$ cat src/rtl/i2s_read_if.sv
// rtl/i2s_read_if.sv - sample-pair handshake bundle between the I2S receiver and its consumer
interface i2s_read_if #(
  parameter int WIDTH = 16
);
  logic [WIDTH-1:0] left_data;
  logic [WIDTH-1:0] right_data;
  logic             valid;
  logic             ready;
  logic             overrun;

  modport master (
    output left_data,
    output right_data,
    output valid,
    output overrun,
    input  ready
  );

  modport slave (
    input  left_data,
    input  right_data,
    input  valid,
    input  overrun,
    output ready
  );
endinterface

$ cat src/rtl/i2s_read.sv
// rtl/i2s_read.sv - I2S ADC receiver assembling left/right pairs onto a valid/ready bundle
// Optional I2S_READ_OVERRUN_EN: drop new pairs while the consumer stalls and raise sticky overrun.
module i2s_read #(
  parameter int WIDTH = 16
) (
  input  logic       clk_n,
  input  logic       rst,
  input  logic       adclrc,
  input  logic       adcdat,
  i2s_read_if.master rx
);
  localparam int CW = (WIDTH > 1) ? $clog2(WIDTH) : 1;
  localparam logic [CW-1:0] LAST = CW'(WIDTH - 1);

  typedef enum logic [2:0] {
    IDLE,
    LEFT,
    LEFT_WAIT,
    RIGHT,
    RIGHT_WAIT
  } state_t;

  state_t           state;
  logic [CW-1:0]    cnt;
  logic [WIDTH-1:0] shift;
  logic [WIDTH-1:0] held;
  logic             held_ok;
  logic             lrc_d;

  logic             edge_ev;
  logic             rise_ev;
  logic             fall_ev;
  logic             last_bit;
  logic             deliver;
  logic [WIDTH-1:0] shift_nxt;

  always_comb begin
    edge_ev   = adclrc != lrc_d;
    rise_ev   = edge_ev & adclrc;
    fall_ev   = edge_ev & ~adclrc;
    shift_nxt = (shift << 1) | WIDTH'(adcdat);
    last_bit  = cnt == LAST;
    deliver   = (state == RIGHT) && last_bit && held_ok;
  end

`ifndef I2S_READ_OVERRUN_EN
  assign rx.overrun = 1'b0;
`endif

  always_ff @(posedge clk_n or negedge rst) begin
    if (!rst) begin
      state         <= IDLE;
      cnt           <= '0;
      shift         <= '0;
      held          <= '0;
      held_ok       <= 1'b0;
      lrc_d         <= 1'b0;
      rx.left_data  <= '0;
      rx.right_data <= '0;
      rx.valid      <= 1'b0;
`ifdef I2S_READ_OVERRUN_EN
      rx.overrun    <= 1'b0;
`endif
    end else begin
      lrc_d <= adclrc;

      case (state)
        IDLE: begin
          if (fall_ev) begin
            state <= LEFT;
            cnt   <= '0;
          end
        end
        LEFT: begin
          shift <= shift_nxt;
          cnt   <= cnt + 1'b1;
          if (last_bit) begin
            held    <= shift_nxt;
            held_ok <= 1'b1;
            cnt     <= '0;
            // A frame edge landing on the LSB edge starts the right word straight away.
            state   <= rise_ev ? RIGHT : LEFT_WAIT;
          end else if (edge_ev) begin
            held_ok <= 1'b0;
            cnt     <= '0;
            state   <= adclrc ? RIGHT : LEFT;
          end
        end
        RIGHT: begin
          shift <= shift_nxt;
          cnt   <= cnt + 1'b1;
          if (last_bit) begin
            held_ok <= 1'b0;
            cnt     <= '0;
            state   <= fall_ev ? LEFT : RIGHT_WAIT;
          end else if (edge_ev) begin
            held_ok <= 1'b0;
            cnt     <= '0;
            state   <= adclrc ? RIGHT : LEFT;
          end
        end
        LEFT_WAIT: begin
          if (rise_ev) begin
            state <= RIGHT;
            cnt   <= '0;
          end
        end
        RIGHT_WAIT: begin
          if (fall_ev) begin
            state <= LEFT;
            cnt   <= '0;
          end
        end
        default: state <= IDLE;
      endcase

      if (deliver) begin
        if (!rx.valid || rx.ready) begin
          rx.left_data  <= held;
          rx.right_data <= shift_nxt;
          rx.valid      <= 1'b1;
        end else begin
`ifdef I2S_READ_OVERRUN_EN
          rx.overrun    <= 1'b1;
`else
          rx.left_data  <= held;
          rx.right_data <= shift_nxt;
`endif
        end
      end else if (rx.valid && rx.ready) begin
        rx.valid <= 1'b0;
      end
    end
  end
endmodule

$ cat src/flat_wrapper.sv
// flat-port wrapper written by rule: the top's interface ports become plain ports
module i2s_read_flat 
#(
  parameter int WIDTH = 16
)
  (clk_n, rst, adclrc, adcdat, rx_left_data, rx_right_data, rx_valid, rx_overrun, rx_ready);
  i2s_read_if #(.WIDTH(WIDTH)) rx_i ();
  input  logic clk_n;
  input  logic rst;
  input  logic adclrc;
  input  logic adcdat;
  output wire logic [$bits(rx_i.left_data)-1:0] rx_left_data;
  output wire logic [$bits(rx_i.right_data)-1:0] rx_right_data;
  output wire logic [$bits(rx_i.valid)-1:0] rx_valid;
  output wire logic [$bits(rx_i.overrun)-1:0] rx_overrun;
  input wire logic [$bits(rx_i.ready)-1:0] rx_ready;
  assign rx_left_data = rx_i.left_data;
  assign rx_right_data = rx_i.right_data;
  assign rx_valid = rx_i.valid;
  assign rx_overrun = rx_i.overrun;
  assign rx_i.ready = rx_ready;
  i2s_read #(.WIDTH(WIDTH)) u_core (.clk_n(clk_n), .rst(rst), .adclrc(adclrc), .adcdat(adcdat), .rx(rx_i));
endmodule
$ cat config.mk
export PLATFORM = sky130hd
export DESIGN_NAME = i2s_read_flat
export DESIGN_NICKNAME = d
export VERILOG_FILES = /design/src/rtl/i2s_read_if.sv /design/src/rtl/i2s_read.sv /design/src/flat_wrapper.sv
export SDC_FILE = /design/constraint.sdc
export NUM_CORES = 1
export LEC_CHECK = 0
export CORE_AREA = 2 2 79 81
export CTS_CLUSTER_DIAMETER = 30
export DETAILED_ROUTE_END_ITERATION = 6
export DIE_AREA = 0 0 81 83
export PLACE_DENSITY = 0.77
export SETUP_SLACK_MARGIN = 0.02
export SYNTH_ARGS = -nofsm -noshare
export SYNTH_HDL_FRONTEND = slang
export SYNTH_SLANG_ARGS = --single-unit
$ cat constraint.sdc
create_clock -name clk_n -period 2.9 [get_ports clk_n]
set_clock_uncertainty 0.05 [all_clocks]
set_input_delay 0.435 -clock clk_n [delete_from_list [all_inputs] [get_ports clk_n]]
set_output_delay 0.435 -clock clk_n [all_outputs]
set_load 0.01 [all_outputs]
Word level (Yosys, flattened, before mapping)
Cells that the tools add are included.
{"block": "totals", "reg_bits": 73, "out_inout_bits": 34}
{"block": "classes", "addsub": 1, "n_eq_ne": 9, "mux": 21, "bitwise": 4, "reduce_logical": 15}
{"cell": "2-to-1 mux 3 bit", "n": 6}
{"cell": "2-to-1 mux 4 bit", "n": 4}
{"cell": "bitwise OR 16 x 1 -> 16 bit", "n": 1}
{"cell": "case mux 3 bit (4 select lines)", "n": 1}
{"cell": "case mux 4 bit (3 select lines)", "n": 1}
{"cell": "2-to-1 mux 1 bit", "n": 7}
{"cell": "== test 3 x 2 -> 1 bit (second input constant)", "n": 2}
{"cell": "AND reduction 2 bit", "n": 3}
{"cell": "adder 4 x 1 -> 4 bit (second input constant)", "n": 1}
{"cell": "== test 4 bit (second input constant)", "n": 1}
{"cell": "inequality test 2 x 1 -> 1 bit (second input constant)", "n": 2}
{"cell": "nonzero test 2 bit", "n": 2}
{"cell": "OR reduction 2 bit", "n": 2}
{"cell": "== test 3 x 1 -> 1 bit (second input constant)", "n": 1}
{"cell": "== test 3 bit (second input constant)", "n": 1}
{"cell": "logical AND 1 bit", "n": 3}
{"cell": "zero test 3 bit", "n": 1}
{"cell": "AND reduction 3 bit", "n": 1}
{"cell": "nonzero test 3 bit", "n": 1}
{"cell": "bitwise AND 1 bit", "n": 2}
{"cell": "2-to-1 mux 2 bit", "n": 1}
{"cell": "inequality test 2 bit (second input constant)", "n": 1}
{"cell": "case mux 1 bit (2 select lines)", "n": 1}
{"cell": "zero test 1 bit", "n": 1}
{"cell": "other kinds (3)", "n": 3}

Depth between registers and ports, before layout
Gate-level depths: netlist of the first run.
{"block": "depth", "ltp_word": 5, "mapped_depth": 6, "mapped_depth_nobuf": 5}

Least setup slack after synthesis of the first run
OpenSTA, ideal clock, no wires.
{"block": "synth_timing", "path_type": "reg-to-reg", "startpoint": "register u_core.cnt[0]", "endpoint": "register u_core.rx.left_data[0]", "t_arrival_ns": 1.807, "path_slack_ns": 0.918, "stages_incl_launch_ff": 7, "path_buffers": 2, "cell_sequence": "dfrtp_1 > ha_1 > nand3_4 > or4_4 > buf_6 > buf_12 > mux2_4"}
{"block": "synth_between", "elab_chain_len": 3}
{"item": "from (decl)", "line_no": "i2s_read.sv:24", "source": "logic [CW-1:0] cnt;"}
{"item": "from (signal assigned)", "line_no": "i2s_read.sv:76", "source": "cnt <= cnt + 1'b1;"}
{"item": "from (signal assigned)", "line_no": "i2s_read.sv:91", "source": "cnt <= cnt + 1'b1;"}
{"item": "== test 4 bit", "line_no": "i2s_read.sv:42", "source": "last_bit = cnt == LAST;"}
{"item": "logical AND 1 bit (2 in a row)", "line_no": "i2s_read.sv:43", "source": "deliver = (state == RIGHT) && last_bit && held_ok;"}
{"item": "to (signal assigned)", "line_no": "i2s_read.sv:119", "source": "rx.left_data <= held;"}
{"item": "to (signal assigned)", "line_no": "i2s_read.sv:126", "source": "rx.left_data <= held;"}
{"item": "to (decl)", "line_no": "i2s_read_if.sv:12", "source": "output left_data,"}
No other way between the ends.
A chain may end at the register's enable or synchronous reset.

Final worst setup path of the first run
{"block": "layout_timing", "startpoint": "register u_core.cnt[0]", "endpoint": "register u_core.rx.right_data[8]"}
{"block": "layout_between", "elab_chain_len": 3}
{"item": "== test 4 bit", "line_no": "i2s_read.sv:42"}
{"item": "logical AND 1 bit (2 in a row)", "line_no": "i2s_read.sv:43"}
{"item": "to (signal assigned)", "line_no": "i2s_read.sv:120", "source": "rx.right_data <= shift_nxt;"}
{"item": "to (signal assigned)", "line_no": "i2s_read.sv:127", "source": "rx.right_data <= shift_nxt;"}
{"item": "to (decl)", "line_no": "i2s_read_if.sv:13", "source": "output right_data,"}
No other way between the ends.

==> results.json, run 1 <==
{
  "outcome": "completed",
  "p_per_area_mw_per_mm2": 562,
  "final_util_pct": 64.2,
  "dr.pass1.iters": 4,
  "layout_commonest_cell": "dfrtp_1",
  "synth.avg_cell_area_sq_um": 15.7,
  "clock_latency_ps": 340,
  "fill_cells": 453,
  "nNetsFinal": 246,
  "crit_arrival_ps": 2390,
  "path_cells": "ha_1 -> nand3_4 -> or4_4 -> mux2_4",
  "cts.sinks": 73,
  "cp_max_fo": 33,
  "setup_viol": 0,
  "hold_buffers": 0,
  "cap_violations": 0,
  "dieArea_sq_mm": 0.00672,
  "drt_iter0_drc": 143,
  "fp-row-count": 28,
  "vdd_drop_max_uv": 374,
  "coreArea_sq_mm": 0.00582,
  "layout-drive-gt1-share_pct": 36.8,
  "syn-num-nets": 207,
  "grtUsageTotal_pct": 16.2,
  "p_leak_nw": 1.83,
  "drc": 0,
  "ys_ff_latch": 73,
  "first_global_vias": 1670,
  "clkTransAtPathRegs_ps": 80,
  "cts_tree": "built",
  "seq_area_frac_synth_pct": 58.6,
  "dpl-instance-area_sq_mm": 0.00349,
  "grt_pass1_wl_mm": 8.34,
  "timing.final.max_slew_violations": 0,
  "syn_inst": 199,
  "die_h_um": 83,
  "root_buffer": "clkbuf_8",
  "stdcell_count": 317,
  "hold_violations": 0,
  "mostFrequentLayoutCells": "dfrtp_1, clkdlybuf4s50_1, mux2_2, mux2_4",
  "io_pins": 39,
  "final_antenna_net_count": 0,
  "cpPeakStageDelay_ps": 810,
  "worst_hold_slack_ps": 173,
  "gp_congestion": 0.823,
  "synth_top_area_share_pct": 58.6,
  "ys_types": 35,
  "cts_resized": 0,
  "dpl.cell_count": 302,
  "area_delta_synth_final_pct": 19.7,
  "crit_type": "reg2reg",
  "post_cts_buffers": 0,
  "drt-vias-per-instance": 5.23,
  "overflow": 0,
  "htree_levels": 3,
  "min_period_ps": 2220,
  "totalWireLength_mm": 4.85,
  "synth.largest_area_cell": "dfrtp_1",
  "report.power.total_mw": 2.10,
  "cts_made_buffers": 9,
  "netlist_top_cells_area": "dfrtp_1, mux2_4, mux2_2",
  "dp_slack_ps": 689,
  "rsz0062_at_grt": "false",
  "slew_headroom_pct": 40.3,
  "dp_hpwl_mm": 3.01,
  "setup_ws_ps": 675,
  "wl_per_cell_um": 15.3,
  "ys_warn_count": 0,
  "cp-end-kind": "register",
  "diodes": 0,
  "io_buffers": 37,
  "start_util_pct": 53.6,
  "holdCritPathClass": "in2async",
  "vias": 1658,
  "grt_antenna_before_repair": 0,
  "fp.dieW_um": 81,
  "final.setup.tns_ps": 0,
  "grt_max_degree": 74,
  "tightest_slew_ps": 895,
  "postLayoutCellArea_sq_mm": 0.00373,
  "synthesis.area_sq_mm": 0.00312,
  "cpMaxStageDelayCell": "or4_4",
  "clk_path_buf_depth": 2,
  "cp.required_ps": 3060,
  "fin_crit_sh_pct": 76.7,
  "clock.fmax_mhz": 449,
  "cp-start-kind": "register"
}
-- report_power, final --
part | switching, mW | internal, mW | total (mW)
clock | 0.357 | 0.590 | 0.948
sequential | 0.0304 | 1.04 | 1.07
combinational | 0.0443 | 0.0343 | 0.0785
total | 0.432 | 1.67 | 2.10
-- cell usage after synthesis --
| library cell | count |
|---|---|
| mux2_4 | 29 |
| nor4_4 | 1 |
| nand4b_1 | 1 |
| or3_2 | 2 |
| nand3_4 | 1 |
| and3_1 | 1 |
| and3_2 | 1 |
| nor2_1 | 1 |
| nand2_1 | 3 |
| o211ai_1 | 2 |
| inv_1 | 10 |
| ha_1 | 3 |
| buf_6 | 1 |
| nand3_1 | 1 |
| a31oi_1 | 1 |
| o2111ai_1 | 1 |
| o221ai_1 | 1 |
| nor2b_1 | 2 |
| mux2i_1 | 2 |
| clkbuf_1 | 3 |
| mux2_2 | 35 |
| buf_2 | 2 |
| buf_4 | 2 |
| a21oi_1 | 4 |
| nor4b_1 | 1 |
| nand4_1 | 3 |
| buf_12 | 3 |
| dfrtp_1 | 73 |
| o2bb2ai_1 | 1 |
| or4_4 | 1 |
| a21o_1 | 2 |
| a32oi_1 | 1 |
| conb_1 | 1 |
| o21a_1 | 1 |
| o21ai_0 | 2 |
-- path summary, 6_finish.rpt --
| check | startpoint | to | slack (ps) | cells after the start |
|---|---|---|---|---|
| max in group asynchronous | rst | u_core.rx.right_data[8]$_DFFE_PN0P_ | 2050 | 1 |
| worst min register to register | u_core.held_ok$_DFFE_PN0P_ | u_core.held_ok$_DFFE_PN0P_ | 440 | 1 |
| min in group clk_n | u_core.held_ok$_DFFE_PN0P_ | u_core.held_ok$_DFFE_PN0P_ | 440 | 1 |
| worst max register to register | u_core.cnt[0]$_DFFE_PN0P_ | u_core.rx.right_data[8]$_DFFE_PN0P_ | 680 | 4 |
| worst min-delay path | rst | u_core.rx.right_data[3]$_DFFE_PN0P_ | 170 | 1 |
| worst max-delay path | u_core.cnt[0]$_DFFE_PN0P_ | u_core.rx.right_data[8]$_DFFE_PN0P_ | 680 | 4 |
-- cell type report --
cell class | instances | area, sq um | share of cell area, %
Clock buffer | 10 | 138 | 3.69
Clock inverter | 5 | 104 | 2.78
Inverter | 10 | 37.5 | 1.01
Multi-Input combinational cell | 105 | 1150 | 30.8
Sequential cell | 73 | 1830 | 48.9
Tap cell | 75 | 93.8 | 2.51
Timing Repair Buffer | 39 | 383 | 10.3
-- cell families (layout without fill, tap and decap cells) --
group / count (synthesis) / after routing / synth area share [%]
buffers and inverters: 21 / 64 / 4.65
AND/OR/NAND/NOR: 19 / 19 / 4.73
other: 1 / 1 / 0.120
flip-flops: 73 / 73 / 58.6
adder cells (fa/ha/maj): 3 / 3 / 1.20
multiplexers: 66 / 66 / 27.2
AO/OA/AOI/OAI: 16 / 16 / 3.49
-- critical path: cells and delay by family (launching register included) --
family,cells,cell delay (ps)
adders and majority gates,1,290
DFF,1,400
muxes,1,390
and+or+nand+nor,2,970
-- flip-flops by register name, summed over array words and instances, names as in the netlist --
signal and count:
u_core.rx.valid 1, u_core.shift 15, u_core.rx.right_data 16, u_core.lrc_d 1, u_core.rx.left_data 16, u_core.held_ok 1, u_core.cnt 4, u_core.state 3
u_core.held 16
-- metal layers --
layer	global-route usage, %	share of wire [%]
met5	0	0
met4	5.08	1.2
met3	5.87	3.8
met2	22.8	46
met1	23.5	49
Note: power is estimated with default switching activity, not from simulation.
==> run 2, diff against run 1 <==
==> constraint.sdc (replaced) <==
create_clock -name clk_n -period 2.2 [get_ports clk_n]
set_clock_uncertainty 0.05 [all_clocks]
set_input_delay 0.33 -clock clk_n [delete_from_list [all_inputs] [get_ports clk_n]]
set_output_delay 0.33 -clock clk_n [all_outputs]
set_load 0.01 [all_outputs]
==> results.json, run 2 (same netlist as run 1, synthesis figures left out) <==
{
  "layout_commonest_cell": "dfrtp_1",
  "p_per_area_mw_per_mm2": 708,
  "cap_violations": 0,
  "final_antenna_net_count": 0,
  "post_cts_buffers": 0,
  "outcome": "completed",
  "mostFrequentLayoutCells": "dfrtp_1, clkdlybuf4s50_1, mux2_2, mux2_4, inv_1",
  "area_delta_synth_final_pct": 22.2,
  "timing.final.max_slew_violations": 0,
  "clock_latency_ps": 340,
  "grt_antenna_before_repair": 0,
  "min_period_ps": 2070,
  "wl_per_cell_um": 15.6,
  "dr.pass1.iters": 4,
  "setup_ws_ps": 132,
  "final.setup.tns_ps": 0,
  "start_util_pct": 53.6,
  "grtUsageTotal_pct": 17.2,
  "cp-end-kind": "register",
  "root_buffer": "clkbuf_8",
  "vias": 1702,
  "cp-start-kind": "register",
  "gp_congestion": 0.836,
  "cts.sinks": 73,
  "holdCritPathClass": "in2async",
  "crit_arrival_ps": 2240,
  "nNetsFinal": 255,
  "io_buffers": 37,
  "clk_path_buf_depth": 2,
  "crit_type": "reg2reg",
  "first_global_vias": 1789,
  "p_leak_nw": 1.87,
  "cts_resized": 0,
  "final_util_pct": 65.6,
  "dieArea_sq_mm": 0.00672,
  "hold_violations": 0,
  "postLayoutCellArea_sq_mm": 0.00381,
  "grt_pass1_wl_mm": 8.74,
  "cts_made_buffers": 9,
  "cp.required_ps": 2370,
  "dp_hpwl_mm": 3.40,
  "diodes": 0,
  "hold_buffers": 1,
  "io_pins": 39,
  "setup_viol": 0,
  "totalWireLength_mm": 5.12,
  "clkTransAtPathRegs_ps": 80,
  "cts_tree": "built",
  "drt-vias-per-instance": 5.20,
  "layout-drive-gt1-share_pct": 38.9,
  "report.power.total_mw": 2.70,
  "clock.fmax_mhz": 484,
  "htree_levels": 3,
  "dp_slack_ps": 133,
  "fp-row-count": 28,
  "fin_crit_sh_pct": 94.0,
  "overflow": 0,
  "drt_iter0_drc": 128,
  "coreArea_sq_mm": 0.00582,
  "dpl-instance-area_sq_mm": 0.00358,
  "cp_max_fo": 29,
  "grt_max_degree": 42,
  "rsz0062_at_grt": "false",
  "drc": 0,
  "vdd_drop_max_uv": 506,
  "reg.largest.list": "u_core.held (16), u_core.rx.left_data (16), u_core.rx.right_data (16)",
  "die_h_um": 83,
  "fp.dieW_um": 81
}
==> run 2: metal layers <==
layer  GRT usage, %  vias to the layer above  routed length, um
met5              0                        -                  0
met4           6.78                        0                112
met3           5.98                       13                197
met2           26.1                       38               2500
met1           22.5                      856               2310
li1               -                      795                  -
==> run 2: layout make-up <==
class / count / area (sq um)
inverters: 10 / 37.5
clock inverters: 7 / 103
well taps: 75 / 93.8
flip-flops and latches: 73 / 1830
clock buffers: 9 / 124
multi-input cells: 105 / 1150
repair buffers: 48 / 478
fillers: 436 / 2000
==> run 2: where the power goes <==
| group | switching, mW | internal (mW) |
|---|---|---|
| clock network | 0.517 | 0.652 |
| registers | 0.0338 | 1.37 |
| logic | 0.0699 | 0.0544 |
| total | 0.621 | 2.08 |
==> run 2: path summary, 6_finish.rpt <==
| check | endpoint | slack (ps) | cells past startpoint | from |
|---|---|---|---|---|
| setup / recovery | u_core.rx.right_data[8]$_DFFE_PN0P_ | 130 | 5 | u_core.cnt[1]$_DFFE_PN0P_ |
| hold / removal | u_core.state[2]$_DFFE_PN0P_ | 420 | 2 | rst |
| setup reg to reg | u_core.rx.right_data[8]$_DFFE_PN0P_ | 130 | 5 | u_core.cnt[1]$_DFFE_PN0P_ |
| hold reg to reg | u_core.rx.left_data[9]$_DFFE_PN0P_ | 450 | 1 | u_core.held[9]$_DFFE_PN0P_ |
| max in group asynchronous | u_core.shift[6]$_DFFE_PN0P_ | 1130 | 3 | rst |
| min in group clk_n | u_core.rx.left_data[9]$_DFFE_PN0P_ | 450 | 1 | u_core.held[9]$_DFFE_PN0P_ |
==> run 2: per-stage QoR <==
stage                     instances  hold WS (ps)
after floorplan                 199         -15.6
after global placement          310           257
after detailed placement        310           261
after CTS                       327           421
after global routing            327           456
final                           327           420
==> run 2: critical path: stages (launching register included) <==
cell     delay, ps
dfrtp_1        410
ha_1           290
nand3_4        100
or4_4          550
buf_12         210
mux2_4         320
==> run 3, diff against run 2 <==
--- a/config.mk
+++ b/config.mk
@@ -5,11 +5,11 @@
 export SDC_FILE = /design/constraint.sdc
 export NUM_CORES = 1
 export LEC_CHECK = 0
-export CORE_AREA = 2 2 79 81
+export CORE_AREA = 2 2 83 85
 export CTS_CLUSTER_DIAMETER = 30
 export DETAILED_ROUTE_END_ITERATION = 6
-export DIE_AREA = 0 0 81 83
-export PLACE_DENSITY = 0.77
+export DIE_AREA = 0 0 85 87
+export PLACE_DENSITY = 0.74
 export SETUP_SLACK_MARGIN = 0.02
 export SYNTH_ARGS = -nofsm -noshare
 export SYNTH_HDL_FRONTEND = slang
==> constraint.sdc (replaced) <==
create_clock -name clk_n -period 1.8 [get_ports clk_n]
set_clock_uncertainty 0.05 [all_clocks]
set_input_delay 0.27 -clock clk_n [delete_from_list [all_inputs] [get_ports clk_n]]
set_output_delay 0.27 -clock clk_n [all_outputs]
set_load 0.01 [all_outputs]
==> results.json, run 3 (same netlist as run 1, synthesis figures left out) <==
{
  "grt_pass1_wl_mm": 8.98,
  "cpMaxStageDelayCell": "or4_4",
  "setup_viol": 23,
  "cp.required_ps": 1980,
  "crit_type": "reg2reg",
  "vdd_drop_max_uv": 507,
  "clock.fmax_mhz": 546,
  "hold_violations": 0,
  "combPwrFrac_pct": 5.4,
  "p_per_area_mw_per_mm2": 873,
  "mostFrequentLayoutCells": "dfrtp_1, clkdlybuf4s50_1, mux2_2, mux2_4, buf_4",
  "grt_antenna_before_repair": 0,
  "reg.largest.list": "u_core.held (16), u_core.rx.left_data (16), u_core.rx.right_data (16)",
  "dp_slack_ps": -43.3,
  "worst-path-buf-inv": 1,
  "overflow": 0,
  "clk_path_buf_depth": 2,
  "dpl.cell_count": 326,
  "cts_made_buffers": 9,
  "drt-vias-per-instance": 5.11,
  "power_frac_seq_pct": 49.6,
  "fp.dieW_um": 85,
  "p_sw_mw": 0.737,
  "cp-end-kind": "register",
  "io_pins": 39,
  "final_antenna_net_count": 0,
  "htree_levels": 3,
  "setup_ws_ps": -30.6,
  "dr.pass1.iters": 4,
  "grtUsageTotal_pct": 15.8,
  "root_buffer": "clkbuf_8",
  "p_int_mw": 2.73,
  "drc": 0,
  "cap_violations": 0,
  "dp_hpwl_mm": 3.54,
  "wl_per_cell_um": 15.4,
  "power_frac_clock_pct": 45.0,
  "diodes": 0,
  "report.power.total_mw": 3.47,
  "outcome": "complete, but fails checks",
  "totalWireLength_mm": 5.33,
  "coreArea_sq_mm": 0.00657,
  "timing.final.max_slew_violations": 0,
  "io_buffers": 37,
  "final.setup.tns_ps": -322,
  "stdcell_count": 345,
  "cp-start-kind": "register",
  "swShare_pct": 21.3,
  "fp-row-count": 30,
  "violations": "negative setup slack",
  "start_util_pct": 47.5,
  "die_h_um": 87,
  "clkTransAtPathRegs_ps": 70,
  "cp_max_fo": 23,
  "dieArea_sq_mm": 0.00740,
  "cts_tree": "built",
  "layout-drive-gt1-share_pct": 42.3,
  "first_global_vias": 1813,
  "crit_arrival_ps": 2010,
  "path_cells": "ha_4 -> nand3_4 -> or4_4 -> buf_12 -> mux2_4",
  "gp_congestion": 0.796,
  "area_delta_synth_final_pct": 27.2,
  "grt_max_degree": 36,
  "clock_latency_ps": 340,
  "nNetsFinal": 268,
  "holdCritPathClass": "in2async",
  "crit_family": "simple AND/OR/NAND/NOR gates",
  "cts.sinks": 73,
  "vias": 1764,
  "rsz0062_at_grt": "true",
  "drt_iter0_drc": 63,
  "fin_crit_sh_pct": 102,
  "p_leak_nw": 1.94,
  "layout_commonest_cell": "dfrtp_1",
  "cpPeakStageDelay_ps": 510,
  "min_period_ps": 1830
}
==> run 3: stage by stage <==
step	hold slack (ps)	utilization [%]	cell area [sq um]
2_1_floorplan	-75.6	-	3140
3_3_place_gp	197	56.0	3680
3_5_place_dp	198	56.0	3680
4_1_cts	353	59.9	3940
5_1_grt	378	60.4	3970
6_report	348	60.4	3970
==> run 3: per-layer routing <==
metal  global-route usage, %  vias to the layer above  routed length [um]
met5                       0                        -                   0
li1                        -                      821                   -
met1                    21.0                      903                2540
met2                    24.0                       32                2500
met4                    6.49                        0                  89
met3                    5.12                        8                 197
==> run 3: final timing paths <==
| check | from | to | slack (ps) | cells after the start |
|---|---|---|---|---|
| max | u_core.cnt[1]$_DFFE_PN0P_ | u_core.rx.left_data[7]$_DFFE_PN0P_ | -30 | 5 |
| min | rst | u_core.lrc_d$_DFF_PN0_ | 350 | 2 |
| max reg2reg | u_core.cnt[1]$_DFFE_PN0P_ | u_core.rx.left_data[7]$_DFFE_PN0P_ | -30 | 5 |
| min reg2reg | u_core.held_ok$_DFFE_PN0P_ | u_core.held_ok$_DFFE_PN0P_ | 430 | 1 |
| max in group asynchronous | rst | u_core.rx.left_data[9]$_DFFE_PN0P_ | 740 | 3 |
| min in group clk_n | adclrc | u_core.lrc_d$_DFF_PN0_ | 410 | 1 |
==> run 3: layout make-up <==
class,count,area (sq um)
fillers,505,2600
flip-flops and latches,73,1830
multi-input cells,105,1160
repair buffers,61,597
clock buffers,11,141
clock inverters,5,103
well taps,80,100
inverters,10,37.5
==> run 3: repair_timing <==
item	CTS	global route
resized for setup	1	1
endpoints found under the setup margin	32	47
cloned	0	1
hold buffers	1	0
endpoints found under the hold margin	32	0
setup buffers	0	1
==> run 3: power by group through the flow <==
stage | sequential (mW) | combinational [mW] | clock [mW]
floorplan | 1.74 | 0.0896 | 0
global placement | 1.75 | 0.179 | 0
detailed placement | 1.75 | 0.188 | 0
CTS | 1.72 | 0.190 | 1.59
global route | 1.72 | 0.215 | 1.67
finish | 1.72 | 0.187 | 1.56
==> RTL edit: new RTL, settings of run 2 <==
Build with the macro `I2S_READ_OVERRUN_EN` defined.
--- a/src/rtl/i2s_read.sv
+++ b/src/rtl/i2s_read.sv
@@ -1,5 +1,7 @@
 // rtl/i2s_read.sv - I2S ADC receiver assembling left/right pairs onto a valid/ready bundle
 // Optional I2S_READ_OVERRUN_EN: drop new pairs while the consumer stalls and raise sticky overrun.
+`define I2S_READ_OVERRUN_EN
+
 module i2s_read #(
   parameter int WIDTH = 16
 ) (
Check against the original RTL: same outputs for any inputs over 10 cycles, from zero or initial values and one cycle with rst low; that may be too few to reach the edited logic, so the function may still have changed.
==> RTL edit against run 2 <==
Final area is 0.49% lower; wire length is 5.6% higher; sequential cell count is 1 higher; critical path depth stayed put; synthesized area is 2.7% lower; largest cell class unchanged; worst setup slack better by 0.16 ns.
Power is not compared: it rests on default switching activity, and its combinational part moved more than twofold at a synthesized area within 25%.
==> RTL edit: results (changes against run 2) <==
<table>
<tr><th>Metric</th><th>Value</th></tr>
<tr><th colspan="2">Status</th></tr>
<tr><td>Outcome</td><td>finished, final reports clean (unchanged)</td></tr>
<tr><th colspan="2">Place</th></tr>
<tr><td>Number of buffers inserted by port buffering</td><td>38 (was 37)</td></tr>
<tr><td>Total instance count after detailed placement</td><td>344 (was 310)</td></tr>
<tr><th colspan="2">Synthesis</th></tr>
<tr><td>Net Count, Synth</td><td>238 (was 207)</td></tr>
<tr><td>Synth cell count leaders</td><td>74 x sky130_fd_sc_hd__dfrtp_1, 47 x sky130_fd_sc_hd__nand2_1, 39 x sky130_fd_sc_hd__mux2_2 (was 73 x sky130_fd_sc_hd__dfrtp_1, 35 x sky130_fd_sc_hd__mux2_2, 29 x sky130_fd_sc_hd__mux2_4)</td></tr>
<tr><td>Share of the yosys chip area belonging to registers</td><td>61.0% (was 58.6%)</td></tr>
<tr><td>Average instance area after synthesis</td><td>13.2 µm² (was 15.7 µm²)</td></tr>
<tr><th colspan="2">Finish</th></tr>
<tr><td>Number of combinational gates with multiple inputs</td><td>138 (was 105)</td></tr>
<tr><td>Layout clock area frac</td><td>6.60% (was 5.94%)</td></tr>
<tr><td>Buffer share of cell area</td><td>12.9% (was 12.5%)</td></tr>
<tr><td>Seq. cell area</td><td>1850 µm² (was 1830 µm²)</td></tr>
<tr><td>Number of clock buffer instances in the layout</td><td>10 (was 9)</td></tr>
<tr><td>Number of nets in the layout</td><td>289 (was 255)</td></tr>
<tr><td>P&amp;R area growth vs syn</td><td>25.0% (was 22.2%)</td></tr>
<tr><td>Proportion of cell area occupied by multi-input gates</td><td>28.5% (was 30.2%)</td></tr>
<tr><td>Count of flip-flops and latches</td><td>74 (was 73)</td></tr>
<tr><td>Fill cell count</td><td>468 (was 436)</td></tr>
<tr><td>Inverters, non-clock</td><td>7 (was 10)</td></tr>
<tr><td>Number of buffers outside the clock class in the layout</td><td>51 (was 48)</td></tr>
<tr><th colspan="2">Worst setup path</th></tr>
<tr><td>CP peak stage delay</td><td>0.40 ns (was 0.55 ns)</td></tr>
<tr><th colspan="2">Global routing</th></tr>
<tr><td>Global-route met2 utilization</td><td>26.5% (was 26.1%)</td></tr>
<tr><td>Met1 layer usage reported by global route</td><td>26.7% (was 22.5%)</td></tr>
<tr><td>Met3 usage</td><td>4.89% (was 5.98%)</td></tr>
<tr><td>Wire length of the first global-routing pass</td><td>9400 µm (was 8740 µm)</td></tr>
<tr><th colspan="2">Drt</th></tr>
<tr><td>Met2 Routed Length</td><td>2550 µm (was 2500 µm)</td></tr>
<tr><td>Drt via density</td><td>5.22 (was 5.20)</td></tr>
<tr><td>Detailed-routed wire length on met3</td><td>163 µm (was 197 µm)</td></tr>
<tr><td>Sum of routed wire segments on met1</td><td>2570 µm (was 2310 µm)</td></tr>
</table>
[RTL edit: changes by cell type after synthesis, sizes merged, moves of 2 or more]
cell	change
nand2	+44
nand2b	+2
inv	-3
mux2	-15
nor2	+2
[RTL edit: logic make-up after synthesis]
group / Yosys count / share of synthesized area (%)
AOI/OAI and AO/OA: 17 / 3.96
adders and majority gates: 3 / 1.24
buffers and inverters: 18 / 3.38
DFF: 74 / 61.0
muxes: 51 / 20.0
and+or+nand+nor: 67 / 10.5
[RTL edit: worst paths after layout]
path	from	endpoint	slack (ns)	cells after the start
setup / recovery	u_core.cnt[0]	u_core.rx.right_data[6]	0.29	5
max in group asynchronous	rst	u_core.rx.left_data[1]	1.11	3
setup reg to reg	u_core.cnt[0]	u_core.rx.right_data[6]	0.29	5
hold / removal	rst	u_core.cnt[3]	0.41	2
hold reg to reg	u_core.rx.overrun	u_core.rx.overrun	0.43	1
min in group clk_n	u_core.rx.overrun	u_core.rx.overrun	0.43	1
